--- config.mk ---
export PLATFORM = sky130hd
export DESIGN_NAME = pulse_framed_deserialiser
export DESIGN_NICKNAME = d
export VERILOG_FILES = /design/src/rtl/pulse_framed_deserialiser_pkg.sv /design/src/rtl/sync_word_fifo.sv /design/src/rtl/pulse_framed_deserialiser.sv
export SDC_FILE = /design/constraint.sdc
export NUM_CORES = 1
export LEC_CHECK = 0
export BUFFER_PORTS_ARGS = -buffer_cell sky130_fd_sc_hd__buf_2
export CAP_MARGIN = 15
export CORE_MARGIN = 2
export CORE_UTILIZATION = 60
export CTS_BUF_LIST = sky130_fd_sc_hd__clkbuf_8
export CTS_CLUSTER_SIZE = 8
export DETAILED_ROUTE_END_ITERATION = 10
export HOLD_SLACK_MARGIN = 0.1
export PLACE_DENSITY = 0.78
export SYNTH_ARGS = -nofsm -noshare
export SYNTH_HDL_FRONTEND = slang
export SYNTH_SLANG_ARGS = --single-unit
--- constraint.sdc ---
create_clock -name clk -period 7.6 [get_ports clk]
set_clock_uncertainty 0.15 [all_clocks]
set_input_delay 0.76 -clock clk [delete_from_list [all_inputs] [get_ports clk]]
set_output_delay 0.76 -clock clk [all_outputs]
set_load 0.01 [all_outputs]
--- src/rtl/pulse_framed_deserialiser_pkg.sv ---
// Shared defaults and receive-FSM encoding for the pulse-framed deserialiser.
package pulse_framed_deserialiser_pkg;

  localparam int DEF_DATA_W     = 16;
  localparam int DEF_FIFO_DEPTH = 4;

  typedef enum logic {
    IDLE  = 1'b0,
    SHIFT = 1'b1
  } rx_state_e;

endpackage

--- src/rtl/sync_word_fifo.sv ---
// Single-clock word FIFO; a push into a full buffer is accepted only when a pop frees a slot that cycle.
module sync_word_fifo
  import pulse_framed_deserialiser_pkg::*;
#(
  parameter int DATA_W = DEF_DATA_W,
  parameter int DEPTH  = DEF_FIFO_DEPTH
) (
  input  logic              clk,
  input  logic              rst_n,
  input  logic              push,
  input  logic [DATA_W-1:0] push_data,
  input  logic              pop,
  output logic [DATA_W-1:0] pop_data,
  output logic              full,
  output logic              empty
);

  localparam int AW = $clog2(DEPTH);

  logic [DATA_W-1:0] mem_r [DEPTH];
  logic [AW-1:0]     wr_ptr_r;
  logic [AW-1:0]     rd_ptr_r;
  logic [AW:0]       count_r;
  logic              push_ok_s;
  logic              pop_ok_s;

  assign full      = (count_r == (AW+1)'(DEPTH));
  assign empty     = (count_r == '0);
  assign pop_ok_s  = pop && !empty;
  assign push_ok_s = push && (!full || pop_ok_s);
  assign pop_data  = mem_r[rd_ptr_r];

  // Storage, pointers and occupancy; pointers wrap naturally as DEPTH is a power of two.
  always_ff @(posedge clk) begin
    if (!rst_n) begin
      for (int i = 0; i < DEPTH; i++) begin
        mem_r[i] <= '0;
      end
      wr_ptr_r <= '0;
      rd_ptr_r <= '0;
      count_r  <= '0;
    end else begin
      if (push_ok_s) begin
        mem_r[wr_ptr_r] <= push_data;
        wr_ptr_r        <= wr_ptr_r + AW'(1);
      end
      if (pop_ok_s) begin
        rd_ptr_r <= rd_ptr_r + AW'(1);
      end
      case ({push_ok_s, pop_ok_s})
        2'b10:   count_r <= count_r + (AW+1)'(1);
        2'b01:   count_r <= count_r - (AW+1)'(1);
        default: count_r <= count_r;
      endcase
    end
  end

endmodule

--- src/rtl/pulse_framed_deserialiser.sv ---
// Deserialises MSB-first frames marked by a start pulse into a word FIFO,
// with sticky overflow/abort flags and an accepted-word counter.
module pulse_framed_deserialiser
  import pulse_framed_deserialiser_pkg::*;
#(
  parameter int DATA_W     = DEF_DATA_W,
  parameter int FIFO_DEPTH = DEF_FIFO_DEPTH
) (
  input  logic              clk,
  input  logic              rst_n,
  input  logic              serial_in,
  input  logic              frame_valid,
  output logic [DATA_W-1:0] out_data,
  output logic              out_valid,
  input  logic              out_ready,
  input  logic              clear_flags,
  output logic              overflow,
  output logic              frame_err,
  output logic [15:0]       frame_count
);

  localparam int CNT_W = $clog2(DATA_W);
  localparam int SHR_W = DATA_W - 1;

  rx_state_e         state_r, state_nxt_s;
  logic [CNT_W-1:0]  cnt_r, cnt_nxt_s;
  logic [SHR_W-1:0]  shreg_r, shreg_nxt_s;
  logic              push_s;
  logic              err_set_s;
  logic              pop_s;
  logic              full_s;
  logic              empty_s;
  logic              drop_s;
  logic              accept_s;
  logic [DATA_W-1:0] word_s;

  assign word_s    = {shreg_r, serial_in};
  assign out_valid = !empty_s;
  assign pop_s     = out_valid && out_ready;
  assign drop_s    = push_s && full_s && !pop_s;
  assign accept_s  = push_s && !drop_s;

  // Receive state, bit counter and shift register.
  always_ff @(posedge clk) begin
    if (!rst_n) begin
      state_r <= IDLE;
      cnt_r   <= '0;
      shreg_r <= '0;
    end else begin
      state_r <= state_nxt_s;
      cnt_r   <= cnt_nxt_s;
      shreg_r <= shreg_nxt_s;
    end
  end

  // Next-state: a start pulse always restarts capture on the current bit, even mid-frame.
  always_comb begin
    state_nxt_s = state_r;
    cnt_nxt_s   = cnt_r;
    shreg_nxt_s = shreg_r;
    push_s      = 1'b0;
    err_set_s   = 1'b0;
    case (state_r)
      IDLE: begin
        if (frame_valid) begin
          state_nxt_s = SHIFT;
          cnt_nxt_s   = CNT_W'(1);
          shreg_nxt_s = SHR_W'(serial_in);
        end else begin
          state_nxt_s = IDLE;
        end
      end
      SHIFT: begin
        if (frame_valid) begin
          err_set_s   = 1'b1;
          cnt_nxt_s   = CNT_W'(1);
          shreg_nxt_s = SHR_W'(serial_in);
        end else if (cnt_r == CNT_W'(DATA_W - 1)) begin
          push_s      = 1'b1;
          state_nxt_s = IDLE;
          cnt_nxt_s   = '0;
          shreg_nxt_s = '0;
        end else begin
          cnt_nxt_s   = cnt_r + CNT_W'(1);
          shreg_nxt_s = {shreg_r[SHR_W-2:0], serial_in};
        end
      end
      default: begin
        state_nxt_s = IDLE;
        cnt_nxt_s   = '0;
        shreg_nxt_s = '0;
      end
    endcase
  end

  // Sticky flags (set beats clear) and accepted-word counter.
  always_ff @(posedge clk) begin
    if (!rst_n) begin
      overflow    <= 1'b0;
      frame_err   <= 1'b0;
      frame_count <= 16'd0;
    end else begin
      if (drop_s) begin
        overflow <= 1'b1;
      end else if (clear_flags) begin
        overflow <= 1'b0;
      end else begin
        overflow <= overflow;
      end
      if (err_set_s) begin
        frame_err <= 1'b1;
      end else if (clear_flags) begin
        frame_err <= 1'b0;
      end else begin
        frame_err <= frame_err;
      end
      if (accept_s) begin
        frame_count <= frame_count + 16'd1;
      end else begin
        frame_count <= frame_count;
      end
    end
  end

  sync_word_fifo #(
    .DATA_W (DATA_W),
    .DEPTH  (FIFO_DEPTH)
  ) u_fifo (
    .clk       (clk),
    .rst_n     (rst_n),
    .push      (push_s),
    .push_data (word_s),
    .pop       (pop_s),
    .pop_data  (out_data),
    .full      (full_s),
    .empty     (empty_s)
  );

endmodule

==> flow_summary.yaml <==
timing:
  tightest_slew_ns: 1.091
  finalHoldViolations: 0
  period_minus_slack_ns: 3.098
  slew_headroom: 0.2702
  rsz0062_at_grt: "false"
  fmax_mhz: 322.8
  setup-violations-final: 0
  fin_crit_sh: 0.4076
  tns_ns: 0
  finalMaxSlewViolations: 0
logic_synthesis:
  avgSynthCellArea_um2: 12.19
  synth-seq-cells: 111
  syn-num-nets: 406
  async_flop_share: 0
  synth_warnings: 0
  synthCells: 397
  ys_types: 48
  synth_edf_count: 64
  synthesis.area_um2: 4838
  yosysSeqAreaShare: 0.5917
  synthFlopType: "edfxtp_1"
cts:
  root_buffer: "clkbuf_8"
  h-tree-depth: 3
  cts_tree: "yes"
  numCtsBuffers: 9
  cts_resized: 0
  cts_buffer_depth: 2
  cts-hold-fix-buffers: 0
  cts_num_sinks: 111
  cts_setup_buffers: 0
  worstSkewPairLatency_ns: 0.35
  cts.reportedPaths.clkPinSlew_ns: 0.10
place:
  placed_cell_area_um2: 5052
  dp_hpwl_mm: 6.192
  place_congestion: 0.8250
  portBuffers: 40
routing:
  wl_per_cell_um: 17.27
  dr_total_vias: 3145
  route.detailed.drc: 0
  vias_per_cell: 5.923
  wl_mm: 9.173
  final_antenna_net_count: 0
  drt_iter0_drc: 167
  dr.pass1.iters: 4
run:
  cap_violations: 0
layout:
  final_common_cell: "edfxtp_1"
  final_layout_size_suffix_gt1_frac: 0.1888
  final_cell_mix: "edfxtp_1 (64), and2_1 (48), dfxtp_1 (47)"
  nFillCells: 596
  n_antenna_cell: 0
  num-nets-final: 433
  multi_input_area_um2: 1836
  final-seq-area_um2: 2863
  syn_to_final_growth_pct: 8.896
  design_area_um2: 5269
die:
  initial_core_util: 0.6229
  die_h_um: 93.80
  dieWidth_um: 93.80
  core_um2: 7767
  design.die.area_um2: 8798
  rows: 32
  pin_count: 41
worst_setup_path:
  critPathMaxStageDelay_ns: 0.72
  crit_slowest_cell: "nand2b_1"
  worstSetupPathType: "flip-flop to flip-flop"
  cp.required_ns: 7.45
  critPathCaptureType: "flip-flop"
  cp-start-kind: "flip-flop"
  path_cells: "ha_1 > and3_1 > nand4_1 > nor3_2 > nand2b_1"
  cp_data_arrival_time_ns: 2.94
  critical_path_peak_fanout: 16
global_route:
  grt_pass1_vias: 3109
  grt_max_degree: 40
  track_usage: 0.2240
  grt-ovfl-total: 0
  grt_first_pass_wirelength_mm: 14.92
  antenna_found_initial: 0
power_and_ir_drop:
  ir_worst_vdd_v: 0.00009206
  p_leak_nw: 1.896
  power.density_nw_per_um2: 193.2
worst_hold_path:
  hold_path_class: "flip-flop to flip-flop"
status:
  outcome: "complete, no violations"
where the power goes:
| group | switching (W) | leakage, nW | internal, W |
|---|---|---|---|
| registers | 0.00000743 | 1.00 | 0.000650 |
| clock network | 0.000199 | 0.0841 | 0.000123 |
| logic | 0.0000245 | 0.809 | 0.0000141 |
| total | 0.000231 | 1.90 | 0.000787 |
cell families (layout without fill, tap and decap cells):
kind of cell / after synthesis / count (layout) / synth area share
DFF: 111 / 111 / 0.5917
and+or+nand+nor: 164 / 164 / 0.1950
muxes: 18 / 18 / 0.07861
xor gates and xnor gates: 7 / 7 / 0.01267
adders and majority gates: 3 / 3 / 0.009309
AOI/OAI and AO/OA: 62 / 62 / 0.08275
buffers and inverters: 32 / 64 / 0.03000
final cells by class:
cell class	count	share of cell area
Sequential cell	111	0.5433
Multi-Input combinational cell	254	0.3484
Timing Repair Buffer	43	0.04678
Tap cell	102	0.02422
Clock buffer	9	0.02351
Clock inverter	7	0.01021
Inverter	5	0.003562
cell usage after synthesis, types with 2 or more instances:
cell,number,share of area
a21o_1,2,0.0031
a21oi_1,16,0.017
a22oi_1,14,0.022
a31oi_1,2,0.0026
and2_1,48,0.062
and3_1,17,0.022
and4_1,2,0.0036
buf_2,2,0.0021
buf_6,3,0.0070
clkbuf_1,22,0.017
dfxtp_1,47,0.19
edfxtp_1,64,0.40
ha_1,2,0.0052
inv_1,5,0.0039
mux2i_1,2,0.0041
mux4_2,16,0.074
nand2_1,13,0.010
nand2b_1,4,0.0052
nand3_1,9,0.0093
nand3b_1,2,0.0031
nand4_1,6,0.0078
nor2_1,33,0.026
nor3_1,5,0.0052
nor3b_2,2,0.0052
o21a_1,5,0.0078
o21ai_0,12,0.012
o31ai_1,3,0.0047
or3_1,10,0.013
or4_1,5,0.0078
xnor2_1,4,0.0072
xor2_1,3,0.0054
path summary, 6_finish.rpt:
check	endpoint	cells after the start	slack, ns	start
setup / recovery	u_fifo.mem_r[0][5]$_SDFFCE_PN0P_	5	4.50	cnt_r[0]$_SDFFE_PN0P_
hold / removal	frame_err$_SDFFE_PN0P_	2	0.34	frame_err$_SDFFE_PN0P_
setup reg to reg	u_fifo.mem_r[0][5]$_SDFFCE_PN0P_	5	4.50	cnt_r[0]$_SDFFE_PN0P_
hold reg to reg	frame_err$_SDFFE_PN0P_	2	0.34	frame_err$_SDFFE_PN0P_
metrics by stage:
step           worst slack, ns  total power, W  utilization  hold WS (ns)  cells
2_1_floorplan            4.479       0.0006953            -        0.3130    397
3_5_place_dp             4.151       0.0007089       0.6505        0.3325    513
4_1_cts                  4.457        0.001021       0.6733        0.3494    529
3_3_place_gp             4.303       0.0007065       0.6505        0.3052    513
5_1_grt                  4.235        0.001051       0.6783        0.3707    531
6_report                 4.502        0.001018       0.6783        0.3434    531
critical path: cells and delay by family, from the launching register on:
kind / cells / cell delay [ns]
and+or+nand+nor: 4 / 2.03
adders and majority gates: 1 / 0.19
DFF: 1 / 0.38
sequential cells by signal (all words and copies together), names as in the netlist, named ones only:
name and flops:
shreg_r 15, u_fifo.count_r 3, frame_err 1, u_fifo.wr_ptr_r 2, u_fifo.mem_r 64, u_fifo.rd_ptr_r 2, cnt_r 4, frame_count 16
state_r 1, overflow 1
per-layer routing:
layer	wire length, µm	up-vias	GRT usage
li1	-	1518	-
met1	4082	1544	0.2885
met2	4538	65	0.3738
met3	317	18	0.04494
met4	234	0	0.08937
met5	0	-	0
No activity file was read; power rests on OpenSTA's default activity.
